==> config.mk <==
export PLATFORM = sky130hd
export DESIGN_NAME = i2s_dac_tx
export DESIGN_NICKNAME = d
export VERILOG_FILES = /design/src/rtl/i2s_dac_tx.sv
export SDC_FILE = /design/constraint.sdc
export NUM_CORES = 1
export LEC_CHECK = 0
export BUFFER_PORTS_ARGS = -buffer_cell sky130_fd_sc_hd__buf_2
export CAP_MARGIN = 20
export CORE_ASPECT_RATIO = 1.75
export CORE_MARGIN = 3
export CORE_UTILIZATION = 52
export DETAILED_ROUTE_END_ITERATION = 6
export PLACE_DENSITY = 0.79
export SLEW_MARGIN = 20
export SYNTH_ARGS = -nofsm -noshare
export SYNTH_HDL_FRONTEND = slang
export SYNTH_SLANG_ARGS = --single-unit
==> constraint.sdc <==
create_clock -name clk -period 2.9 [get_ports clk]
set_input_delay 0.29 -clock clk [delete_from_list [all_inputs] [get_ports clk]]
set_output_delay 0.29 -clock clk [all_outputs]
set_load 0.01 [all_outputs]
==> src/rtl/i2s_dac_tx.sv <==
// I2S transmitter: serializes one stereo sample per frame, MSB first with the
// standard one-bit delay, and provides a frame-start tick for upstream logic.
module i2s_dac_tx #(
  parameter int DAC_OUTPUT_WIDTH = 24,
  parameter int BCLK_DIV         = 4
) (
  input  logic                        clk,
  input  logic                        reset,
  input  logic                        sample_valid,
  input  logic [DAC_OUTPUT_WIDTH-1:0] sample_l,
  input  logic [DAC_OUTPUT_WIDTH-1:0] sample_r,
  output logic                        i2s_bclk,
  output logic                        i2s_lrclk,
  output logic                        i2s_sdata,
  output logic                        frame_start,
  output logic                        overrun,
  output logic                        underrun
);

  localparam int W  = DAC_OUTPUT_WIDTH;
  localparam int B  = $clog2(BCLK_DIV);
  localparam int PW = B + 6;
  localparam logic [PW-1:0] P_LAST = {PW{1'b1}};
  localparam logic [4:0]    W5     = 5'(W);

  logic [PW-1:0] p_q, p_d;
  logic          started_q, started_d;
  logic [W-1:0]  hold_l_q, hold_l_d, hold_r_q, hold_r_d;
  logic [W-1:0]  tx_l_q, tx_l_d, tx_r_q, tx_r_d;
  logic          pending_q, pending_d;
  logic          bclk_q, bclk_d, lrclk_q, lrclk_d, sdata_q, sdata_d;
  logic          fs_q, fs_d, ov_q, ov_d, ur_q, ur_d;

  logic          load_s;
  logic [4:0]    slot_s;
  logic [4:0]    bit_idx_s;
  logic [W-1:0]  word_s;
  logic [W-1:0]  shifted_s;

  // Position counter, sample holding/transmit registers and output decode.
  always_comb begin
    p_d       = p_q;
    started_d = 1'b1;
    hold_l_d  = hold_l_q;
    hold_r_d  = hold_r_q;
    tx_l_d    = tx_l_q;
    tx_r_d    = tx_r_q;
    pending_d = pending_q;
    sdata_d   = 1'b0;

    // The first edge after reset parks on position 0 so frame 0 starts cleanly.
    load_s = started_q && (p_q == P_LAST);
    if (started_q) begin
      p_d = p_q + {{(PW-1){1'b0}}, 1'b1};
    end else begin
      p_d = '0;
    end

    if (load_s) begin
      if (sample_valid) begin
        tx_l_d   = sample_l;
        tx_r_d   = sample_r;
        hold_l_d = sample_l;
        hold_r_d = sample_r;
      end else begin
        tx_l_d = hold_l_q;
        tx_r_d = hold_r_q;
      end
      pending_d = 1'b0;
    end else if (sample_valid) begin
      hold_l_d  = sample_l;
      hold_r_d  = sample_r;
      pending_d = 1'b1;
    end else begin
      pending_d = pending_q;
    end

    // Outputs describe the position being entered, so they line up with p_q.
    slot_s    = p_d[B+4:B];
    bit_idx_s = W5 - slot_s;
    word_s    = p_d[B+5] ? tx_r_q : tx_l_q;
    shifted_s = word_s >> bit_idx_s;
    if ((slot_s != 5'd0) && (slot_s <= W5)) begin
      sdata_d = shifted_s[0];
    end else begin
      sdata_d = 1'b0;
    end

    lrclk_d = p_d[B+5];
    bclk_d  = p_d[B-1];
    fs_d    = (p_d == '0);
    ov_d    = sample_valid && pending_q && !load_s;
    ur_d    = load_s && !pending_q && !sample_valid;
  end

  // State and output registers.
  always_ff @(posedge clk or posedge reset) begin
    if (reset) begin
      p_q       <= '0;
      started_q <= 1'b0;
      hold_l_q  <= '0;
      hold_r_q  <= '0;
      tx_l_q    <= '0;
      tx_r_q    <= '0;
      pending_q <= 1'b0;
      bclk_q    <= 1'b0;
      lrclk_q   <= 1'b0;
      sdata_q   <= 1'b0;
      fs_q      <= 1'b0;
      ov_q      <= 1'b0;
      ur_q      <= 1'b0;
    end else begin
      p_q       <= p_d;
      started_q <= started_d;
      hold_l_q  <= hold_l_d;
      hold_r_q  <= hold_r_d;
      tx_l_q    <= tx_l_d;
      tx_r_q    <= tx_r_d;
      pending_q <= pending_d;
      bclk_q    <= bclk_d;
      lrclk_q   <= lrclk_d;
      sdata_q   <= sdata_d;
      fs_q      <= fs_d;
      ov_q      <= ov_d;
      ur_q      <= ur_d;
    end
  end

  assign i2s_bclk    = bclk_q;
  assign i2s_lrclk   = lrclk_q;
  assign i2s_sdata   = sdata_q;
  assign frame_start = fs_q;
  assign overrun     = ov_q;
  assign underrun    = ur_q;

endmodule

==> results of run 1 <==
-- flip-flops by register name, indices dropped and copies added, names as in the netlist --
register and cells:
frame_start 1, hold_r_q 24, overrun 1, tx_l_q 24
i2s_lrclk 1, underrun 1, hold_l_q 24, p_q 7
tx_r_q 24, i2s_sdata 1, pending_q 1, started_q 1
-- logic make-up (layout without fill, tap and decap cells) --
family                   count (synthesis)  count (layout)
multiplexers                           105             105
XOR/XNOR                                 7               7
other                                    1               1
AND/OR/NAND/NOR                         75              75
buffers and inverters                   25              92
adder cells (fa/ha/maj)                  2               2
AO/OA/AOI/OAI                           38              38
flip-flops                             110             110
-- cell type report --
class | count | area, sq um
Fill cell | 737 | 3410
Sequential cell | 110 | 2750
Multi-Input combinational cell | 228 | 2020
Timing Repair Buffer | 71 | 418
Clock buffer | 13 | 280
Tap cell | 120 | 150
Clock inverter | 3 | 40.0
Inverter | 5 | 22.5
-- cell usage in the layout, fill, tap and decap left out, drive strengths merged, types with 3 or more instances in the layout --
cell type	instances
a2111oi	3
a211oi	4
a21o	3
a21oi	5
and2	4
and3	6
buf	71
clkbuf	13
dfrtp	110
inv	4
mux2	100
mux2i	3
nand2	16
nand2b	3
nand3	10
nand4	3
nor2	11
nor2b	3
nor3	6
nor3b	3
nor4	4
o211ai	5
o21ai	5
xnor2	3
xor2	4
-- worst max-delay path: cells and delay by family (launching register included) --
kind | cells | cell delay [ps]
fa+ha+maj | 2 | 380
buf+inv | 2 | 260
compound gates | 3 | 750
simple gates | 2 | 150
flops | 1 | 420
xor+xnor | 2 | 510
-- per-layer routing --
layer	up-vias	part of all wire (%)
met3	22	3.7
met2	80	52
met1	1539	40
met4	0	3.8
met5	-	0
li1	1441	-
-- how the worst max path moves through the flow --
stage                     depth (start not counted)   start  slack (ps)        end
after global placement                           10  p_q[1]         390  i2s_sdata
after global routing                             11  p_q[1]         110  i2s_sdata
after detailed placement                         11  p_q[1]         300  i2s_sdata
final                                            11  p_q[1]         290  i2s_sdata
after floorplan                                  11  p_q[1]          70  i2s_sdata
after CTS                                        11  p_q[1]         300  i2s_sdata
-- power by group through the flow --
| stage | Sequential (mW) | Clock, mW | Combinational (mW) |
|---|---|---|---|
| floorplan | 1.70 | 0 | 0.229 |
| global placement | 1.71 | 0 | 0.323 |
| detailed placement | 1.72 | 0 | 0.332 |
| CTS | 1.69 | 1.30 | 0.336 |
| global route | 1.70 | 1.35 | 0.369 |
| finish | 1.69 | 1.27 | 0.330 |
-- cell usage after synthesis, types with 2 or more instances --
cell type	count
sky130_fd_sc_hd__and2_1	3
sky130_fd_sc_hd__nor2_1	10
sky130_fd_sc_hd__nor3_1	5
sky130_fd_sc_hd__a31oi_1	2
sky130_fd_sc_hd__dfrtp_1	110
sky130_fd_sc_hd__a211oi_1	4
sky130_fd_sc_hd__nand4_1	2
sky130_fd_sc_hd__inv_1	5
sky130_fd_sc_hd__xor2_1	4
sky130_fd_sc_hd__nand3_1	10
sky130_fd_sc_hd__xnor2_1	3
sky130_fd_sc_hd__buf_6	2
sky130_fd_sc_hd__o21ai_0	5
sky130_fd_sc_hd__a21oi_1	5
sky130_fd_sc_hd__a21o_1	3
sky130_fd_sc_hd__a2111oi_0	3
sky130_fd_sc_hd__o211ai_1	5
sky130_fd_sc_hd__clkbuf_1	5
sky130_fd_sc_hd__nand2_1	15
sky130_fd_sc_hd__buf_1	8
sky130_fd_sc_hd__mux2_2	100
sky130_fd_sc_hd__nand2b_1	3
sky130_fd_sc_hd__buf_2	4
sky130_fd_sc_hd__nor4_1	3
sky130_fd_sc_hd__ha_1	2
sky130_fd_sc_hd__and3_1	6
sky130_fd_sc_hd__mux4_2	2
sky130_fd_sc_hd__mux2i_1	2
sky130_fd_sc_hd__o21a_1	2
sky130_fd_sc_hd__nor2b_1	3
sky130_fd_sc_hd__nor3b_1	3
==> insert_results.sql, run 1 <==
INSERT INTO impl_metrics (metric_group, metric, value, unit) VALUES
('status', 'status', 'complete, no violations', ''),
('power_and_ir_drop', 'combPwrFrac', '10.0', '%'),
('floorplan', 'num_io_pins', '57', ''),
('timing', 'crit_path_setup_slack_layout', '293', 'ps'),
('final_layout', 'final_net_count', '478', ''),
('cts', 'cts_post_setup_buffers_inserted', '0', ''),
('setup_path', 'critical_path.reg2reg.startpoint', 'p_q[1]', ''),
('placement', 'placedCellCount', '534', ''),
('final_layout', 'insertedDiodeCount', '0', ''),
('final_layout', 'area_growth_syn_to_fin', '16.8', '%'),
('cts', 'clk-insertion-delay-late', '340', 'ps'),
('yosys', 'synth_largest_area_cell', 'sky130_fd_sc_hd__dfrtp_1', ''),
('power_and_ir_drop', 'power_frac_seq', '51.3', '%'),
('route', 'pre_repair_dr_iteration_count', '4', ''),
('timing', 'timing.final.max_slew_violations', '0', ''),
('cts', 'cts.root.buffer_cell', 'sky130_fd_sc_hd__clkbuf_16', ''),
('flow_run', 'maxCapViolCount', '0', ''),
('setup_path', 'crit_path_cell_trace', 'ha_1, xnor2_2, nor2_4, inv_2, ha_4, xnor2_1, buf_4, a2111oi_0, o211ai_1, a41oi_1, nor4_2', ''),
('cts', 'cts_made_buffers', '9', ''),
('placement', 'buffers_added_on_ports', '56', ''),
('timing', 'post-route-period-util', '89.9', '%'),
('setup_path', 'rrSetupSlack', '290', 'ps'),
('cts', 'clk_path_buf_depth', '2', ''),
('route', 'totalWireLength', '9820', 'microns'),
('floorplan', 'floorplan.die.width', '79.1', 'microns'),
('final_layout', 'postLayoutCoreUtil', '62.5', '%'),
('setup_path', 'end_kind', 'flip-flop', ''),
('timing', 'layout_min_cycle_time', '2610', 'ps'),
('yosys', 'most_instantiated_flip_flop_cell_in_the_synthesis_netlist', 'sky130_fd_sc_hd__dfrtp_1', ''),
('timing', 'max-slew-margin-rel', '53.8', '%'),
('route', 'postRouteAntennaNets', '0', ''),
('setup_path', 'reg2reg_to', 'i2s_sdata', ''),
('setup_path', 'timing.critical_path.arrival', '2820', 'ps'),
('placement', 'post_dp_cell_area', '5360', 'sq um'),
('setup_path', 'setup.worst_path.class', 'flip-flop to flip-flop', ''),
('placement', 'half_perimeter_wire_length_of_the_detailed_placement_result', '7170', 'microns'),
('timing', 'setup_violations', '0', ''),
('yosys', 'post_synth_instance_area', '4860', 'sq um'),
('global_routing', 'grt.total_usage', '20.4', '%'),
('global_routing', 'grt-busiest-layer', 'met2', ''),
('placement', 'dp_worst_setup_slack', '303', 'ps'),
('placement', 'globalplace.congestion', '0.825', ''),
('setup_path', 'worst_path_largest_cell_delay', '420', 'ps'),
('yosys', 'synth-warning-count', '0', ''),
('setup_path', 'crit_slowest_cell', 'sky130_fd_sc_hd__dfrtp_1', ''),
('yosys', 'post_synth_simple_gate_area', '8.67', '%'),
('route', 'routed_via_density', '5.60', ''),
('cts', 'cts_resized', '0', ''),
('final_layout', 'layout-drive-gt1-share', '47.2', '%'),
('setup_path', 'reg2reg_depth', '11', ''),
('route', 'post-route-drc-count', '0', ''),
('floorplan', 'placementRows', '46', ''),
('cts', 'htree_num_levels', '3', ''),
('cts', 'tritoncts', 'yes', ''),
('global_routing', 'globalRouteMet2Util', '33.2', '%'),
('yosys', 'ys_top_cells_by_area', 'sky130_fd_sc_hd__dfrtp_1, sky130_fd_sc_hd__mux2_2, sky130_fd_sc_hd__nand2_1, sky130_fd_sc_hd__nand3_1, sky130_fd_sc_hd__mux4_2', ''),
('global_routing', 'grt_pass1_vias', '3280', ''),
('global_routing', 'global_route.usage.met3', '3.97', '%'),
('timing', 'fmax', '384', 'MHz'),
('global_routing', 'grt_max_degree', '48', ''),
('yosys', 'synth_cells', '363', ''),
('power_and_ir_drop', 'power.static_leakage', '2.59', 'nW'),
('power_and_ir_drop', 'pwr-share-clk', '38.7', '%'),
('global_routing', 'grt_first_pass_wirelength', '16500', 'microns'),
('power_and_ir_drop', 'internal_pwr_total', '2.57', 'mW'),
('route', 'drt-wirelength-per-cell', '17.9', 'microns'),
('floorplan', 'floorplan.die.height', '134', 'microns'),
('yosys', 'synth_async_sr_flop_share', '100', '%'),
('global_routing', 'overall_overflow_remaining_after_global_route', '0', ''),
('cts', 'cts_sinks', '110', ''),
('yosys', 'synthXorXnorAreaFrac', '1.26', '%');
(Power assumes the default switching activity.)
==> run 2, diff against run 1 <==
PLACE_DENSITY = 0.77   (was 0.79)
==> run 2 against run 1 <==
Sequential power is essentially flat. Final cell count shrank 0.36%. Final area shrank 1.0%. Wire length shrank 3.6%. Power shrank 4.8%. Sequential share of layout area grew 0.51 points. Clock skew grew 0.55 ps. Sequential cell count is the same. Largest cell class unchanged. Largest power group unchanged. Highest routed layer unchanged.
==> insert_results.sql, run 2 (synthesis gave the netlist of run 1 again) <==
INSERT INTO impl_metrics (metric_group, metric, value, unit) VALUES
('power_and_ir_drop', 'power_frac_seq', '53.9', '%'),
('setup_path', 'crit_end', 'i2s_sdata', ''),
('route', 'vias', '3035', ''),
('cts', 'cts_made_buffers', '9', ''),
('power_and_ir_drop', 'powerDensity', '557', 'nW/um^2'),
('timing', 'max-slew-margin-rel', '61.3', '%'),
('status', 'status', 'complete, no violations', ''),
('floorplan', 'design.die.area', '10600', 'sq um'),
('route', 'post-route-drc-count', '0', ''),
('setup_path', 'rrSetupSlack', '200', 'ps'),
('timing', 'rsz0062_at_grt', 'no', ''),
('timing', 'post-route-period-util', '93.0', '%'),
('cts', 'cts_sinks', '110', ''),
('cts', 'clk_path_buf_depth', '2', ''),
('cts', 'hold_buffers', '0', ''),
('power_and_ir_drop', 'internal_pwr_total', '2.43', 'mW'),
('route', 'routed_via_density', '5.54', ''),
('power_and_ir_drop', 'irDropWorstVdd', '433', 'uV'),
('final_layout', 'area_growth_syn_to_fin', '15.6', '%'),
('timing', 'crit_path_setup_slack_layout', '204', 'ps'),
('cts', 'cts_post_setup_buffers_inserted', '0', ''),
('hold_path', 'worst_hold_path_type', 'input port to async pin', ''),
('power_and_ir_drop', 'combPwrFrac', '10.4', '%'),
('cts', 'path_clk_slew', '60', 'ps'),
('global_routing', 'grt.total_usage', '19.5', '%'),
('floorplan', 'num_io_pins', '57', ''),
('placement', 'buffers_added_on_ports', '56', ''),
('placement', 'dp_worst_setup_slack', '221', 'ps'),
('timing', 'fmax', '371', 'MHz'),
('power_and_ir_drop', 'pwr-share-clk', '35.7', '%'),
('route', 'totalWireLength', '9470', 'microns'),
('setup_path', 'reg2reg_to', 'i2s_sdata', ''),
('cts', 'cts.root.buffer_cell', 'sky130_fd_sc_hd__clkbuf_16', ''),
('cts', 'cts_resized', '0', ''),
('cts', 'clk-insertion-delay-late', '340', 'ps'),
('timing', 'worstMarginPinSlew', '579', 'ps'),
('final_layout', 'insertedDiodeCount', '0', ''),
('power_and_ir_drop', 'design_power_total', '3.13', 'mW'),
('floorplan', 'floorplan_core_area', '9090', 'sq um'),
('timing', 'timing.setup.tns', '0', 'ps'),
('route', 'postRouteAntennaNets', '0', ''),
('route', 'pre_repair_dr_iteration_count', '4', ''),
('power_and_ir_drop', 'power.static_leakage', '2.56', 'nW'),
('power_and_ir_drop', 'power.switching', '0.698', 'mW'),
('global_routing', 'grt_first_pass_wirelength', '15800', 'microns'),
('route', 'drt-wirelength-per-cell', '17.3', 'microns'),
('floorplan', 'floorplan.die.height', '134', 'microns'),
('setup_path', 'end_kind', 'flip-flop', ''),
('timing', 'setup_violations', '0', ''),
('timing', 'report.final.hold_viol_count', '0', ''),
('setup_path', 'critical_path.reg2reg.startpoint', 'p_q[1]', ''),
('timing', 'layout_min_cycle_time', '2700', 'ps'),
('cts', 'tritoncts', 'yes', ''),
('placement', 'half_perimeter_wire_length_of_the_detailed_placement_result', '7100', 'microns'),
('cts', 'htree_num_levels', '3', ''),
('setup_path', 'crit_path_max_fanout', '6', ''),
('placement', 'globalplace.congestion', '0.883', ''),
('route', 'drt_first_iter_violations', '119', ''),
('setup_path', 'required_time_of_the_worst_setup_path', '3120', 'ps'),
('setup_path', 'setup.worst_path.class', 'flip-flop to flip-flop', ''),
('global_routing', 'grt_max_degree', '50', ''),
('timing', 'timing.final.max_slew_violations', '0', ''),
('timing', 'skew', '4.94', 'ps'),
('floorplan', 'start_util', '53.5', '%'),
('final_layout', 'final_net_count', '477', ''),
('floorplan', 'placementRows', '46', ''),
('setup_path', 'setup.worst_path.start', 'p_q[1]', ''),
('final_layout', 'mostFrequentLayoutCells', 'sky130_fd_sc_hd__dfrtp_1, sky130_fd_sc_hd__mux2_2, sky130_fd_sc_hd__buf_2', ''),
('global_routing', 'overall_overflow_remaining_after_global_route', '0', ''),
('power_and_ir_drop', 'share_of_total_power_consumed_by_net_switching', '22.3', '%'),
('flow_run', 'maxCapViolCount', '0', ''),
('setup_path', 'timing.critical_path.from_type', 'flip-flop', ''),
('final_layout', 'layout.cells.most_common', 'sky130_fd_sc_hd__dfrtp_1', ''),
('setup_path', 'timing.critical_path.arrival', '2910', 'ps'),
('floorplan', 'floorplan.die.width', '79.1', 'microns'),
('global_routing', 'antenna_found_initial', '0', ''),
('setup_path', 'reg2reg_depth', '11', ''),
('global_routing', 'grt_pass1_vias', '3250', ''),
('final_layout', 'layout-drive-gt1-share', '46.3', '%');
[run 2: changes by cell type in the layout (fill, tap and decap cells not counted), sizes merged]
cell	before	now
bufinv	1	0
clkinv	2	1
buf	71	70
clkbuf	13	14
[run 2: final cells by class]
class / count / area [sq um]
fill: 752 / 3470
sequential: 110 / 2750
inverter: 5 / 22.5
clock inverter: 1 / 5.00
tap: 120 / 150
timing repair buffer: 70 / 410
multi-input combinational: 228 / 2020
clock buffer: 14 / 264
[run 2: how the worst min path moves through the flow]
| stage | to | cells after the start |
|---|---|---|
| finish | hold_l_q[15] | 2 |
| global route | hold_l_q[14] | 2 |
| CTS | tx_l_q[13] | 2 |
| detailed placement | hold_l_q[15] | 2 |
| global placement | hold_l_q[15] | 2 |
| floorplan | underrun | 1 |
[run 2: power groups by stage]
stage,logic (mW),registers [mW],clock network (mW)
detailed placement,0.333,1.72,0
floorplan,0.229,1.70,0
global route,0.365,1.70,1.21
CTS,0.334,1.69,1.15
finish,0.325,1.69,1.12
global placement,0.321,1.71,0
[run 2: worst max-delay path, cell delays in order, from the launching register on]
cell and delay (ps):
sky130_fd_sc_hd__dfrtp_1 420, sky130_fd_sc_hd__ha_1 320, sky130_fd_sc_hd__xnor2_2 380, sky130_fd_sc_hd__nor2_4 70
sky130_fd_sc_hd__inv_2 80, sky130_fd_sc_hd__ha_4 120, sky130_fd_sc_hd__xnor2_1 110, sky130_fd_sc_hd__buf_4 170
sky130_fd_sc_hd__a2111oi_0 390, sky130_fd_sc_hd__o211ai_1 160, sky130_fd_sc_hd__a41oi_1 240, sky130_fd_sc_hd__nor4_2 90
[run 2: per-layer routing]
| metal | vias to the layer above | share of wire (%) | global-route usage (%) |
|---|---|---|---|
| met1 | 1520 | 40 | 23.1 |
| met4 | 0 | 3.3 | 9.27 |
| met3 | 18 | 3.7 | 4.77 |
| li1 | 1439 | - | - |
| met2 | 58 | 53 | 32.9 |
| met5 | - | 0 | 0 |
[run 2: stage by stage]
stage	util [%]	hold WS, ps	instances	area [sq um]
after floorplan	-	421	363	4890
after global placement	58.9	373	533	5350
after detailed placement	58.9	385	533	5350
after CTS	61.8	14.6	548	5620
after global routing	61.8	47.4	548	5620
final	61.8	7.24	548	5620
